**src/rtl/cmp_pkg.sv**
```systemverilog
// Shared types and constants for the comparator flag monitor.
package cmp_pkg;

    // Run-tracking FSM states
    typedef enum logic [2:0] {
        ST_IDLE   = 3'd0,
        ST_RUN_GT = 3'd1,
        ST_RUN_LT = 3'd2,
        ST_ALM_GT = 3'd3,
        ST_ALM_LT = 3'd4
    } cmp_mon_state_t;

    // Run direction codes; 2'b11 is never produced
    localparam logic [1:0] DIR_NONE = 2'b00;
    localparam logic [1:0] DIR_GT   = 2'b01;
    localparam logic [1:0] DIR_LT   = 2'b10;

    // True when exactly one of the three comparator flags is set
    function automatic logic one_hot3(input logic f0, input logic f1, input logic f2);
        return (f0 ^ f1 ^ f2) & ~(f0 & f1 & f2);
    endfunction

endpackage

```
**src/rtl/sat_counter.sv**
```systemverilog
// Saturating up-counter: counts inc pulses, sticks at all-ones.
module sat_counter #(
    parameter int WIDTH = 8
) (
    input  logic             clk,
    input  logic             rst,
    input  logic             clr,
    input  logic             inc,
    output logic [WIDTH-1:0] q
);

    // Count register: reset/clear to zero, increment only below full scale
    always_ff @(posedge clk) begin
        if (rst || clr) begin
            q <= '0;
        end else if (inc && (q != {WIDTH{1'b1}})) begin
            q <= q + {{(WIDTH-1){1'b0}}, 1'b1};
        end
    end

endmodule

```
**src/rtl/cmp_flag_monitor.sv**
```systemverilog
// Comparator flag monitor: outcome tallies, run tracking with trend alarm,
// and a sticky error for non-one-hot flag samples. All outputs registered.
module cmp_flag_monitor
    import cmp_pkg::*;
#(
    parameter int CNT_W   = 8,
    parameter int RUN_LEN = 3
) (
    input  logic                           clk,
    input  logic                           rst,
    input  logic                           in_valid,
    input  logic                           c,
    input  logic                           agb,
    input  logic                           alb,
    input  logic                           clear,
    output logic [CNT_W-1:0]               eq_cnt,
    output logic [CNT_W-1:0]               gt_cnt,
    output logic [CNT_W-1:0]               lt_cnt,
    output logic [1:0]                     dir,
    output logic [$clog2(RUN_LEN+1)-1:0]   run_cnt,
    output logic                           alarm,
    output logic                           err,
    output logic                           out_valid
);

    localparam int RW = $clog2(RUN_LEN + 1);
    localparam logic [RW-1:0] RUN_MAX = RW'(RUN_LEN);
    localparam logic [RW-1:0] RUN_ONE = RW'(1);

    logic           accept;
    logic           legal;
    logic           is_eq;
    logic           is_gt;
    logic           is_lt;

    cmp_mon_state_t state_q, state_d;
    logic [RW-1:0]  run_q, run_d;
    logic [1:0]     dir_q, dir_d;
    logic           alarm_q, alarm_d;
    logic           err_q;
    logic           out_valid_q;

    // Clear takes precedence over a same-cycle sample, so the sample is dropped
    assign accept = in_valid & ~clear;
    assign legal  = one_hot3(c, agb, alb);
    assign is_eq  = accept & legal & c;
    assign is_gt  = accept & legal & agb;
    assign is_lt  = accept & legal & alb;

    sat_counter #(.WIDTH(CNT_W)) u_eq_cnt (
        .clk (clk), .rst (rst), .clr (clear), .inc (is_eq), .q (eq_cnt)
    );

    sat_counter #(.WIDTH(CNT_W)) u_gt_cnt (
        .clk (clk), .rst (rst), .clr (clear), .inc (is_gt), .q (gt_cnt)
    );

    sat_counter #(.WIDTH(CNT_W)) u_lt_cnt (
        .clk (clk), .rst (rst), .clr (clear), .inc (is_lt), .q (lt_cnt)
    );

    // Next-state and run length; decode dir/alarm from the next state so they register alongside it
    always_comb begin
        state_d = state_q;
        run_d   = run_q;
        dir_d   = DIR_NONE;
        alarm_d = 1'b0;

        if (accept) begin
            if (!legal || c) begin
                state_d = ST_IDLE;
                run_d   = '0;
            end else if (agb) begin
                case (state_q)
                    ST_RUN_GT: begin
                        run_d = run_q + RUN_ONE;
                        if (run_d == RUN_MAX) state_d = ST_ALM_GT;
                    end
                    ST_ALM_GT: begin
                        state_d = ST_ALM_GT;
                        run_d   = RUN_MAX;
                    end
                    default: begin
                        state_d = ST_RUN_GT;
                        run_d   = RUN_ONE;
                    end
                endcase
            end else begin
                case (state_q)
                    ST_RUN_LT: begin
                        run_d = run_q + RUN_ONE;
                        if (run_d == RUN_MAX) state_d = ST_ALM_LT;
                    end
                    ST_ALM_LT: begin
                        state_d = ST_ALM_LT;
                        run_d   = RUN_MAX;
                    end
                    default: begin
                        state_d = ST_RUN_LT;
                        run_d   = RUN_ONE;
                    end
                endcase
            end
        end

        case (state_d)
            ST_RUN_GT: dir_d = DIR_GT;
            ST_ALM_GT: begin dir_d = DIR_GT; alarm_d = 1'b1; end
            ST_RUN_LT: dir_d = DIR_LT;
            ST_ALM_LT: begin dir_d = DIR_LT; alarm_d = 1'b1; end
            default:   dir_d = DIR_NONE;
        endcase
    end

    // State, run length, decoded outputs, sticky error and valid pulse
    always_ff @(posedge clk) begin
        if (rst || clear) begin
            state_q     <= ST_IDLE;
            run_q       <= '0;
            dir_q       <= DIR_NONE;
            alarm_q     <= 1'b0;
            err_q       <= 1'b0;
            out_valid_q <= 1'b0;
        end else begin
            state_q     <= state_d;
            run_q       <= run_d;
            dir_q       <= dir_d;
            alarm_q     <= alarm_d;
            err_q       <= err_q | (in_valid & ~legal);
            out_valid_q <= in_valid;
        end
    end

    assign dir       = dir_q;
    assign run_cnt   = run_q;
    assign alarm     = alarm_q;
    assign err       = err_q;
    assign out_valid = out_valid_q;

endmodule
```
**config.mk**
```make
export PLATFORM = sky130hd
export DESIGN_NAME = cmp_flag_monitor
export DESIGN_NICKNAME = d
export VERILOG_FILES = /design/src/rtl/cmp_pkg.sv /design/src/rtl/sat_counter.sv /design/src/rtl/cmp_flag_monitor.sv
export SDC_FILE = /design/constraint.sdc
export NUM_CORES = 1
export LEC_CHECK = 0
export BUFFER_PORTS_ARGS = -buffer_cell sky130_fd_sc_hd__buf_2
export CELL_PAD_IN_SITES_DETAIL_PLACEMENT = 1
export CELL_PAD_IN_SITES_GLOBAL_PLACEMENT = 1
export CORE_ASPECT_RATIO = 2
export CORE_MARGIN = 5
export CORE_UTILIZATION = 39
export DETAILED_ROUTE_END_ITERATION = 16
export PLACE_DENSITY_LB_ADDON = 0.1
export REMOVE_ABC_BUFFERS = 1
export SYNTH_ARGS = -nofsm -noshare
export SYNTH_HDL_FRONTEND = slang
export SYNTH_SLANG_ARGS = --single-unit
export TNS_END_PERCENT = 10
```
**constraint.sdc**
```tcl
create_clock -name clk -period 2.1 [get_ports clk]
set_input_delay 0.105 -clock clk [delete_from_list [all_inputs] [get_ports clk]]
set_output_delay 0.105 -clock clk [all_outputs]
set_load 0.05 [all_outputs]
```
# Word level (Yosys, flattened, before mapping)
# Index checks and enable logic that the tools add are counted.
# totals
output_inout_bits	31
ff_bits	34
wordCells	62
# classes
n_eq_ne	12
n_reduce_logical	9
add_sub_neg	4
n_mux	13
n_bitwise	15
# op_table
cell	count
adder 8 x 1 -> 8 bit, second input constant	3
!= test 8 bit, second input constant	3
2-to-1 mux 3 bit	5
equality test 3 x 2 -> 1 bit, second input constant	4
case mux 2 bit (2 select lines)	3
case mux 3 bit (2 select lines)	2
bitwise AND 1 bit	9
equality test 3 x 1 -> 1 bit, second input constant	2
equality test 3 bit, second input constant	2
OR reduction 2 bit	3
2-to-1 mux 2 bit	2
logical AND 1 bit	3
NOT 1 bit	3
adder 2 x 1 -> 2 bit, second input constant	1
equality test 2 bit, second input constant	1
logical OR 1 bit	2
XOR 1 bit	2
zero test 1 bit	1
2-to-1 mux 1 bit	1
OR 1 bit	1

# Longest topological paths before layout
# Gate-level depths: netlist (run 1).
# logic_depth
depth_word	11
ltp_mapped	7
mapped_depth_nobuf	7

# By module
# Synthesis (run 1) repeated with hierarchy kept, for this count alone.
# hier_totals
cells_unflattened	214
area_unflattened_um2	1880.6
# by_module_without_submodules
module	instances	cells_each	area_per_inst_um2
sat_counter	3	48	421.7
cmp_flag_monitor	1	70	615.6

# Worst setup path before layout (run 1)
# Ideal clock, no wire load.
# synth_path
kind	register to register
startpoint	register run_q[0], in the netlist run_cnt[0]
endpoint	register alarm_q, in the netlist alarm
arrival_time_ps	2029
path_stages_with_launch	8
setup_slack_ps	4
setup_time_ps	67
cell_sequence	dfxtp_1 inv_1 ha_1 a21oi_1 a211oi_1 o41a_1 or3_1 a21oi_2
# synth_between
elab_chain_cells	10
word_cells_on_any_way	13
# synth_rtl
item	line_no	text
start: declaration	cmp_flag_monitor.sv:37	logic [RW-1:0] run_q, run_d;
start signal: assignment	cmp_flag_monitor.sv:126	run_q <= run_d;
adder 2 x 1 -> 2 bit (*)	cmp_flag_monitor.sv:76, cmp_flag_monitor.sv:91	
equality test 2 bit (*)	cmp_flag_monitor.sv:77, cmp_flag_monitor.sv:92	
2-to-1 mux 3 bit (on tied branches)	cmp_flag_monitor.sv:92, cmp_flag_monitor.sv:77	
case mux 3 bit (2 select lines) (on tied branches)	cmp_flag_monitor.sv:89, cmp_flag_monitor.sv:74	
2-to-1 mux 3 bit (*)	cmp_flag_monitor.sv:73	end else if (agb) begin
2-to-1 mux 3 bit (*)	cmp_flag_monitor.sv:70	if (!legal || c) begin
2-to-1 mux 3 bit (*)	cmp_flag_monitor.sv:69	if (accept) begin
equality test 3 bit / equality test 3 x 2 -> 1 bit (equally long branches)	cmp_flag_monitor.sv:106	case (state_d)
OR reduction 2 bit (no source line) (*)	--	
2-to-1 mux 1 bit (*)	cmp_flag_monitor.sv:106	
end signal: assignment	cmp_flag_monitor.sv:128	alarm_q <= alarm_d;
end: declaration	cmp_flag_monitor.sv:39	logic alarm_q, alarm_d;
# Every way passes the cells marked *; elsewhere a longest branch is shown, timed or not.
# A chain may end at the register's enable or synchronous reset.

# Worst setup path after layout (run 1)
# Ends and elaborated chain as after synthesis.

==> results of run 1 <==
-- flip-flops by register name, summed over array words and instances, names as in the netlist --
name / cells
u_gt_cnt.q: 8
dir: 2
alarm: 1
out_valid: 1
err: 1
run_cnt: 2
u_lt_cnt.q: 8
state_q: 3
u_eq_cnt.q: 8
-- Yosys cell counts, types with 5 or more instances --
cell type and instances:
xnor2_1 13, xor2_1 5, inv_1 5, nor3_1 8, clkbuf_1 7, nand4_1 5, dfxtp_1 34, ha_1 5
nor2_1 31, o21ai_0 6, a21oi_1 9, nand2_1 14, nand3_1 10
-- final cells by class --
cell class	count	share of cell area
tap	54	0.0329
multi-input combinational	151	0.469
clock buffer	7	0.0420
sequential	34	0.331
clock inverter	1	0.00243
timing repair buffer	43	0.113
inverter	5	0.00913
-- layer usage --
metal / share of wire / GRT usage / vias to the layer above
met5: 0 / 0 / -
met1: 0.37 / 0.149 / 751
met2: 0.58 / 0.341 / 28
li1: - / - / 778
met4: 0.017 / 0.0731 / 0
met3: 0.039 / 0.0385 / 6
-- power groups by stage --
stage / clock, mW / combinational (mW) / sequential [mW]
global placement: 0 / 0.0954 / 0.665
floorplan: 0 / 0.0523 / 0.676
CTS: 0.522 / 0.100 / 0.650
detailed placement: 0 / 0.0988 / 0.665
finish: 0.499 / 0.0994 / 0.651
global route: 0.553 / 0.108 / 0.650
-- cells by family after synthesis --
| kind of cell | after synthesis | synth area share |
|---|---|---|
| compound gates | 33 | 0.144 |
| xor+xnor | 18 | 0.0926 |
| fa+ha+maj | 5 | 0.0368 |
| buf+inv | 13 | 0.0331 |
| flops | 34 | 0.400 |
| mux | 2 | 0.0118 |
| simple gates | 93 | 0.282 |
-- worst max-delay path, stage by stage (launching register included) --
cell and delay, ns:
dfxtp_1 0.36, inv_1 0.07, ha_1 0.23, a21oi_1 0.16, a211oi_1 0.08, o41a_1 0.39
or3_1 0.40, a21oi_2 0.15
-- worst min path at each step --
stage	start	endpoint	slack [ns]	depth (start not counted)
2_1_floorplan	rst	out_valid	0.19	1
3_3_place_gp	rst	out_valid	0.29	2
3_5_place_dp	rst	out_valid	0.29	2
4_1_cts	alb	err	0.29	3
5_1_grt	alb	err	0.31	3
6_report	alb	err	0.30	3
-- metrics by stage --
step	std cells	worst slack [ns]
after floorplan	190	-0.00536
after global placement	286	0.122
after detailed placement	286	0.0595
after CTS	295	0.188
after global routing	295	0.0675
final	295	0.202
==> reports/qor_table.md, run 1 <==
| Stage | Quantity | This run |
|---|---|---|
| cells and area | Layout-stage area growth over the synthesis result | 20.8% |
| detailed routing | Number of vias per cell | 5.30 |
| placement | Placed cell area | 0.00195 mm² |
| timing | Fin crit share | 0.904 |
| clocking | Root buffer cell | clkbuf_8 |
| pwr | Relative contribution of sequential cells to total power | 0.521 |
| critical path | Launching element type of the critical path | register |
| pwr | Share of total power consumed by net switching | 0.241 |
| detailed routing | Post-detailed-route DRC marker count | 0 |
| timing | Relative max-transition margin | 0.552 |
| timing | Count of endpoints failing setup in the final report | 0 |
| pwr | Proportion of power drawn by the clock network | 0.399 |
| cells and area | Fin area | 0.00206 mm² |
| grt | Global route overflow | 0 |
| yosys | Register area share after synthesis | 0.400 |
| pwr | Comb power frac | 0.080 |
| timing | Unrepaired setup endpoints after global routing | false |
| clocking | Buffers from clock root to sink, at most | 2 |
| detailed routing | Antenna Violating Nets Remaining | 0 |
| yosys | Async set-reset flop share out of synthesis | 0 |
| cells and area | Area taken by flip-flops and latches | 681 µm² |
| cells and area | Most common library cell in the layout ignoring fill and taps | buf_2 |
| critical path | Launch point of the worst reg-to-reg path | run_cnt[0] |
| yosys | Flip-flop cell with the highest count after synthesis | dfxtp_1 |
| critical path | Critical path capture point | alarm |
| timing | Number of hold violations in the final report | 0 |
| detailed routing | Wire length per cell after detailed routing | 15.1 µm |
| yosys | Post-Synthesis Cell Area | 0.00170 mm² |
| placement | DP HPWL | 3400 µm |
| pwr | Standby leakage power | 0.769 nW |
| pwr | Power spent charging and discharging nets | 0.301 mW |
| placement | Global placer's final weighted congestion | 0.779 |
| detailed routing | Final routed wirelength across all metal layers | 4460 µm |
| critical path | Crit. Startpoint | run_cnt[0] |
| grt | Number of antenna violations at the first check in global routing | 0 |
| timing | Clock period minus final worst setup slack | 1.90 ns |
| grt | Global-route wire length before repair | 7690 µm |
| critical path | Crit Path Class | register to register |
| cells and area | Layout Nets | 252 |
| run status | Outcome | finished clean |
| clocking | Clock Sinks | 34 |
| timing | Transition time at the pin with the least slew margin | 0.671 ns |
| cells and area | Multi-input combinational cell area | 965 µm² |
| yosys | Flop and latch count out of synthesis | 34 |
| critical path | Signal arrival time at the worst endpoint | 2.11 ns |
| yosys | Cells taking the most area after synthesis | dfxtp_1 40%, nor2_1 6.8%, xnor2_1 6.7% |
| timing | Final total negative setup slack | 0 ns |
| detailed routing | Initial drt markers | 13 |
| placement | Number of port buffers | 37 |
| yosys | Area fraction of the dominant cell type after synthesis | 0.400 |
| timing | Clk_skew | 0.00269 ns |
| timing | Post-route worst hold slack | 0.297 ns |
| critical path | Flop2flop setup slack | 0.20 ns |
| pwr | Maximum VDD drop | 0.345 mV |
| run | Number of maximum-capacitance violations | 0 |
| critical path | Biggest fanout along the worst timing path | 4 |
| yosys | Number of warnings issued by yosys | 0 |
| clocking | H-tree level count | 2 |
| pwr | Power after layout | 1.25 mW |
| pwr | Int Power | 0.947 mW |
| floorplanning | DIE WIDTH | 56.7 µm |
| critical path | Critical path capture point type | register |
| pwr | Areal power density over the cells | 607 mW/mm² |
| critical path | Critical path required time | 2.31 ns |
| clocking | Count of hold-fix buffers inserted at cts | 1 |
| min path | Min-Delay Path Class | input pin to register |
| timing | Max Transition Viols Final | 0 |
| floorplanning | Die boundary height | 103 µm |
| yosys | Leading area contributor after synthesis | dfxtp_1 |
| clocking | Post-cts gate resize count | 0 |
| timing | Achievable frequency | 0.527 GHz |
| yosys | Per-instance average area after synthesis | 8.59 µm² |
| floorplanning | DIE AREA | 0.00586 mm² |
| cells and area | Layout cells sized above 1 | 0.237 |
| yosys | Synthesized instance count | 198 |
| floorplanning | Placeable Area | 0.00430 mm² |
| clocking | Clock latency on the worst-skew pair | 0.28 ns |
| critical path | Endpoint of the worst-slack reg-to-reg timing path | alarm |
| yosys | Number of distinct library cell variants in the gate-level netlist after synthesis | 44 |
| yosys | Number of synthesized flops with an enable pin | 0 |
| detailed routing | Vias | 1,563 |
| grt | Largest net degree at the start of global routing | 34 |
| cells and area | N_diodes | 0 |
| grt | Global-route usage over all layers | 0.167 |
| critical path | R2R cell count | 7 |
| clocking | Number of buffers inserted to repair setup after CTS | 0 |
| cells and area | Leading cell types in the layout, fill and taps excluded | 37 x buf_2, 34 x dfxtp_1, 31 x nor2_1 |
| floorplanning | Initial Util | 0.396 |
| clocking | Number of buffers created by CTS | 5 |
| clocking | Clock slew at reported path FFs | 0.07 ns |
| clocking | CTS tree | yes |
| floorplanning | Site row count | 34 |
| grt | Number of global-route vias before repair | 1,746 |
| cells and area | FILL cells | 554 |
| floorplanning | I/O Pins | 38 |
| detailed routing | Number of optimization iterations in the first detailed-route pass | 4 |
| cells and area | Final core utilization | 0.478 |
Power figures use the tool's default switching activity.
==> run 2: changes to the inputs <==
--- a/config.mk
+++ b/config.mk
@@ -13,7 +13,6 @@
 export CORE_UTILIZATION = 39
 export DETAILED_ROUTE_END_ITERATION = 16
 export PLACE_DENSITY_LB_ADDON = 0.1
-export REMOVE_ABC_BUFFERS = 1
 export SYNTH_ARGS = -nofsm -noshare
 export SYNTH_HDL_FRONTEND = slang
 export SYNTH_SLANG_ARGS = --single-unit
==> run 2 against run 1 <==
  * Clock skew is 0.00052 ns higher
  * Sequential share of layout area is 0.12 points lower
  * Critical path depth stayed put
  * Count of clock-buffer cells in the layout stayed put
  * Maximum frequency is 1.3% higher
  * Via count is 1.5% higher
  * Worst hold slack worse by 0.0040 ns
  * Final cell count is 0.34% higher
  * Die area stayed put
  * Sequential cell count stayed put
  * Register-to-register slack better by 0.03 ns
  * Largest cell class unchanged
  * Highest routed layer unchanged
==> reports/qor_table.md, run 2 (same netlist as run 1, synthesis figures left out) <==
| Stage | Quantity | This run | vs previous |
|---|---|---|---|
| yosys | Post-Syn Nets | 210 |  |
| timing | Clock period minus final worst setup slack | 1.87 ns | -0.0252 ns |
| critical path | R2R cell count | 7 | unchanged |
| cells and area | Largest registers ranked by flip-flop count | u_eq_cnt.q (8), u_gt_cnt.q (8), u_lt_cnt.q (8) |  |
| cells and area | N_diodes | 0 | unchanged |
| cells and area | Leading cell types in the layout, fill and taps excluded | 37 x buf_2, 34 x dfxtp_1, 31 x nor2_1 |  |
| floorplanning | I/O Pins | 38 | unchanged |
| critical path | Launch point of the worst reg-to-reg path | u_lt_cnt.q[0] |  |
| detailed routing | Post-detailed-route DRC marker count | 0 | unchanged |
| critical path | Critical-path top delay cell | dfxtp_1 |  |
| run status | Outcome | finished clean |  |
| timing | Unrepaired setup endpoints after global routing | false |  |
| timing | Fin crit share | 0.892 | -0.0120 |
| critical path | Crit Path Class | register to register |  |
| critical path | Ordered cell list for the critical path | ha_1 > and2_1 > a311oi_4 > buf_4 > nand4_1 > xor2_1 > nor2_1 |  |
| placement | Global placer's final weighted congestion | 0.861 | +10% |
| critical path | Biggest fanout along the worst timing path | 6 | +2 |
| grt | Global-route wire length before repair | 7810 µm | +1.6% |
| pwr | Proportion of power drawn by the clock network | 0.396 | -0.003 |
| timing | Post-route worst hold slack | 0.293 ns | -0.00405 ns |
| run | Number of maximum-capacitance violations | 0 | unchanged |
| timing | Max Transition Viols Final | 0 | unchanged |
| critical path | Critical path required time | 2.25 ns | -0.06 ns |
| critical path | Critical path capture point type | register |  |
| placement | Number of port buffers | 37 | unchanged |
| timing | Relative max-transition margin | 0.585 | +0.0322 |
| pwr | Relative contribution of sequential cells to total power | 0.524 | +0.003 |
| cells and area | Layout cells sized above 1 | 0.240 | +0.00315 |
| cells and area | Layout Nets | 253 | +0.40% |
| floorplanning | Site row count | 34 | unchanged |
| floorplanning | Placeable Area | 0.00430 mm² | unchanged |
| timing | Achievable frequency | 0.534 GHz | +1.3% |
| pwr | Comb power frac | 0.080 | about the same |
| pwr | Maximum VDD drop | 0.480 mV | +39% |
| timing | Transition time at the pin with the least slew margin | 0.623 ns | -0.0482 ns |
| min path | Min-Delay Path Class | input pin to register |  |
| grt | Largest net degree at the start of global routing | 34 | unchanged |
| clocking | Root buffer cell | clkbuf_8 |  |
| pwr | Int Power | 0.947 mW | about the same |
| min path | Cell count of the worst hold path | 3 | unchanged |
| pwr | Areal power density over the cells | 602 mW/mm² | -0.92% |
| cells and area | Fin area | 0.00206 mm² | +0.37% |
| critical path | Crit. Startpoint | u_lt_cnt.q[0] |  |
| placement | Placed cell area | 0.00196 mm² | +0.38% |
| timing | Number of hold violations in the final report | 0 | unchanged |
| critical path | Maximum single-stage delay on the critical path | 0.38 ns | -0.02 ns |
| clocking | Clock latency on the worst-skew pair | 0.28 ns | about the same |
| timing | Final total negative setup slack | 0 ns | unchanged |
| clocking | CTS tree | yes |  |
| floorplanning | Initial Util | 0.396 | unchanged |
| detailed routing | Vias | 1,586 | +1.5% |
| detailed routing | Wire length per cell after detailed routing | 15.4 µm | +1.9% |
| detailed routing | Initial drt markers | 23 | +10 |
| clocking | Number of buffers created by CTS | 5 | unchanged |
| floorplanning | Die boundary height | 103 µm | unchanged |
| clocking | Clock slew at reported path FFs | 0.07 ns | about the same |
| timing | Clk_skew | 0.00321 ns | +0.000524 ns |
| grt | Number of global-route vias before repair | 1,783 | +2.1% |
| clocking | Count of hold-fix buffers inserted at cts | 1 | unchanged |
| critical path | Launching element type of the critical path | register |  |
| floorplanning | DIE AREA | 0.00586 mm² | unchanged |
| grt | Global route overflow | 0 | unchanged |
| clocking | Number of buffers inserted to repair setup after CTS | 0 | unchanged |
| timing | Count of endpoints failing setup in the final report | 0 | unchanged |
| pwr | Standby leakage power | 0.774 nW | +0.54% |
| pwr | Power spent charging and discharging nets | 0.294 mW | -2.4% |
| clocking | H-tree level count | 2 | unchanged |
| min path | HP Start | alb |  |
| pwr | Share of total power consumed by net switching | 0.237 | -0.00449 |
| cells and area | Most common library cell in the layout ignoring fill and taps | buf_2 |  |
| placement | DP HPWL | 3640 µm | +7.0% |
| detailed routing | Number of vias per cell | 5.36 | +1.1% |
| detailed routing | Final routed wirelength across all metal layers | 4560 µm | +2.2% |
| clocking | Clock Sinks | 34 | unchanged |
| cells and area | Layout-stage area growth over the synthesis result | 21.3% |  |
| critical path | Signal arrival time at the worst endpoint | 2.02 ns | -0.09 ns |
| detailed routing | Number of optimization iterations in the first detailed-route pass | 4 | unchanged |
| clocking | Buffers from clock root to sink, at most | 2 | unchanged |
| grt | Global-route usage over all layers | 0.169 | +0.00256 |
| detailed routing | Antenna Violating Nets Remaining | 0 | unchanged |
| grt | Number of antenna violations at the first check in global routing | 0 | unchanged |
| floorplanning | DIE WIDTH | 56.7 µm | unchanged |
| clocking | Post-cts gate resize count | 0 | unchanged |
[run 2: changes by cell type in the layout (fill, tap and decap cells not counted), sizes merged]
cell,before,now
buf,42,43
[run 2: power by group through the flow]
stage                     sequential, mW  combinational [mW]  clock [mW]
final                              0.651              0.0994       0.491
after global routing               0.651               0.107       0.553
after CTS                          0.650               0.100       0.521
after detailed placement           0.665              0.0984           0
after global placement             0.665              0.0950           0
after floorplan                    0.676              0.0577           0
[run 2: path summary, 6_finish.rpt]
kind	end	slack [ns]
worst max-delay path	u_lt_cnt.q[3]	0.23
worst min register to register	err	0.47
worst max register to register	u_lt_cnt.q[3]	0.23
worst min-delay path	err	0.29
[run 2: critical path, delay by kind of cell (launching register included)]
family / cells / cell delay (ns)
and+or+nand+nor: 3 / 0.41
adders and majority gates: 1 / 0.29
buffers and inverters: 1 / 0.20
xor gates and xnor gates: 1 / 0.17
DFF: 1 / 0.38
AOI/OAI and AO/OA: 1 / 0.30
[run 2: cell type report]
| type | count | area, µm² |
|---|---|---|
| repair buffers | 44 | 240 |
| clock inverters | 1 | 5.00 |
| multi-input cells | 151 | 965 |
| inverters | 5 | 18.8 |
| fillers | 545 | 2230 |
| well taps | 54 | 67.6 |
| flip-flops and latches | 34 | 681 |
| clock buffers | 7 | 86.3 |
[run 2: layer usage]
metal / global-route usage / wire length (µm)
met2: 0.352 / 2750
met3: 0.0398 / 163
met1: 0.138 / 1500
met5: 0 / 0
met4: 0.0951 / 146
[run 2: per-stage QoR]
stage               power (mW)  instances  utilization  setup slack [ns]
floorplan                0.734        198            -           0.00353
detailed placement       0.764        287        0.457             0.118
finish                    1.24        296        0.480             0.227
CTS                       1.27        296        0.480             0.197
global route              1.31        296        0.480            0.0692
global placement         0.760        287        0.457             0.192
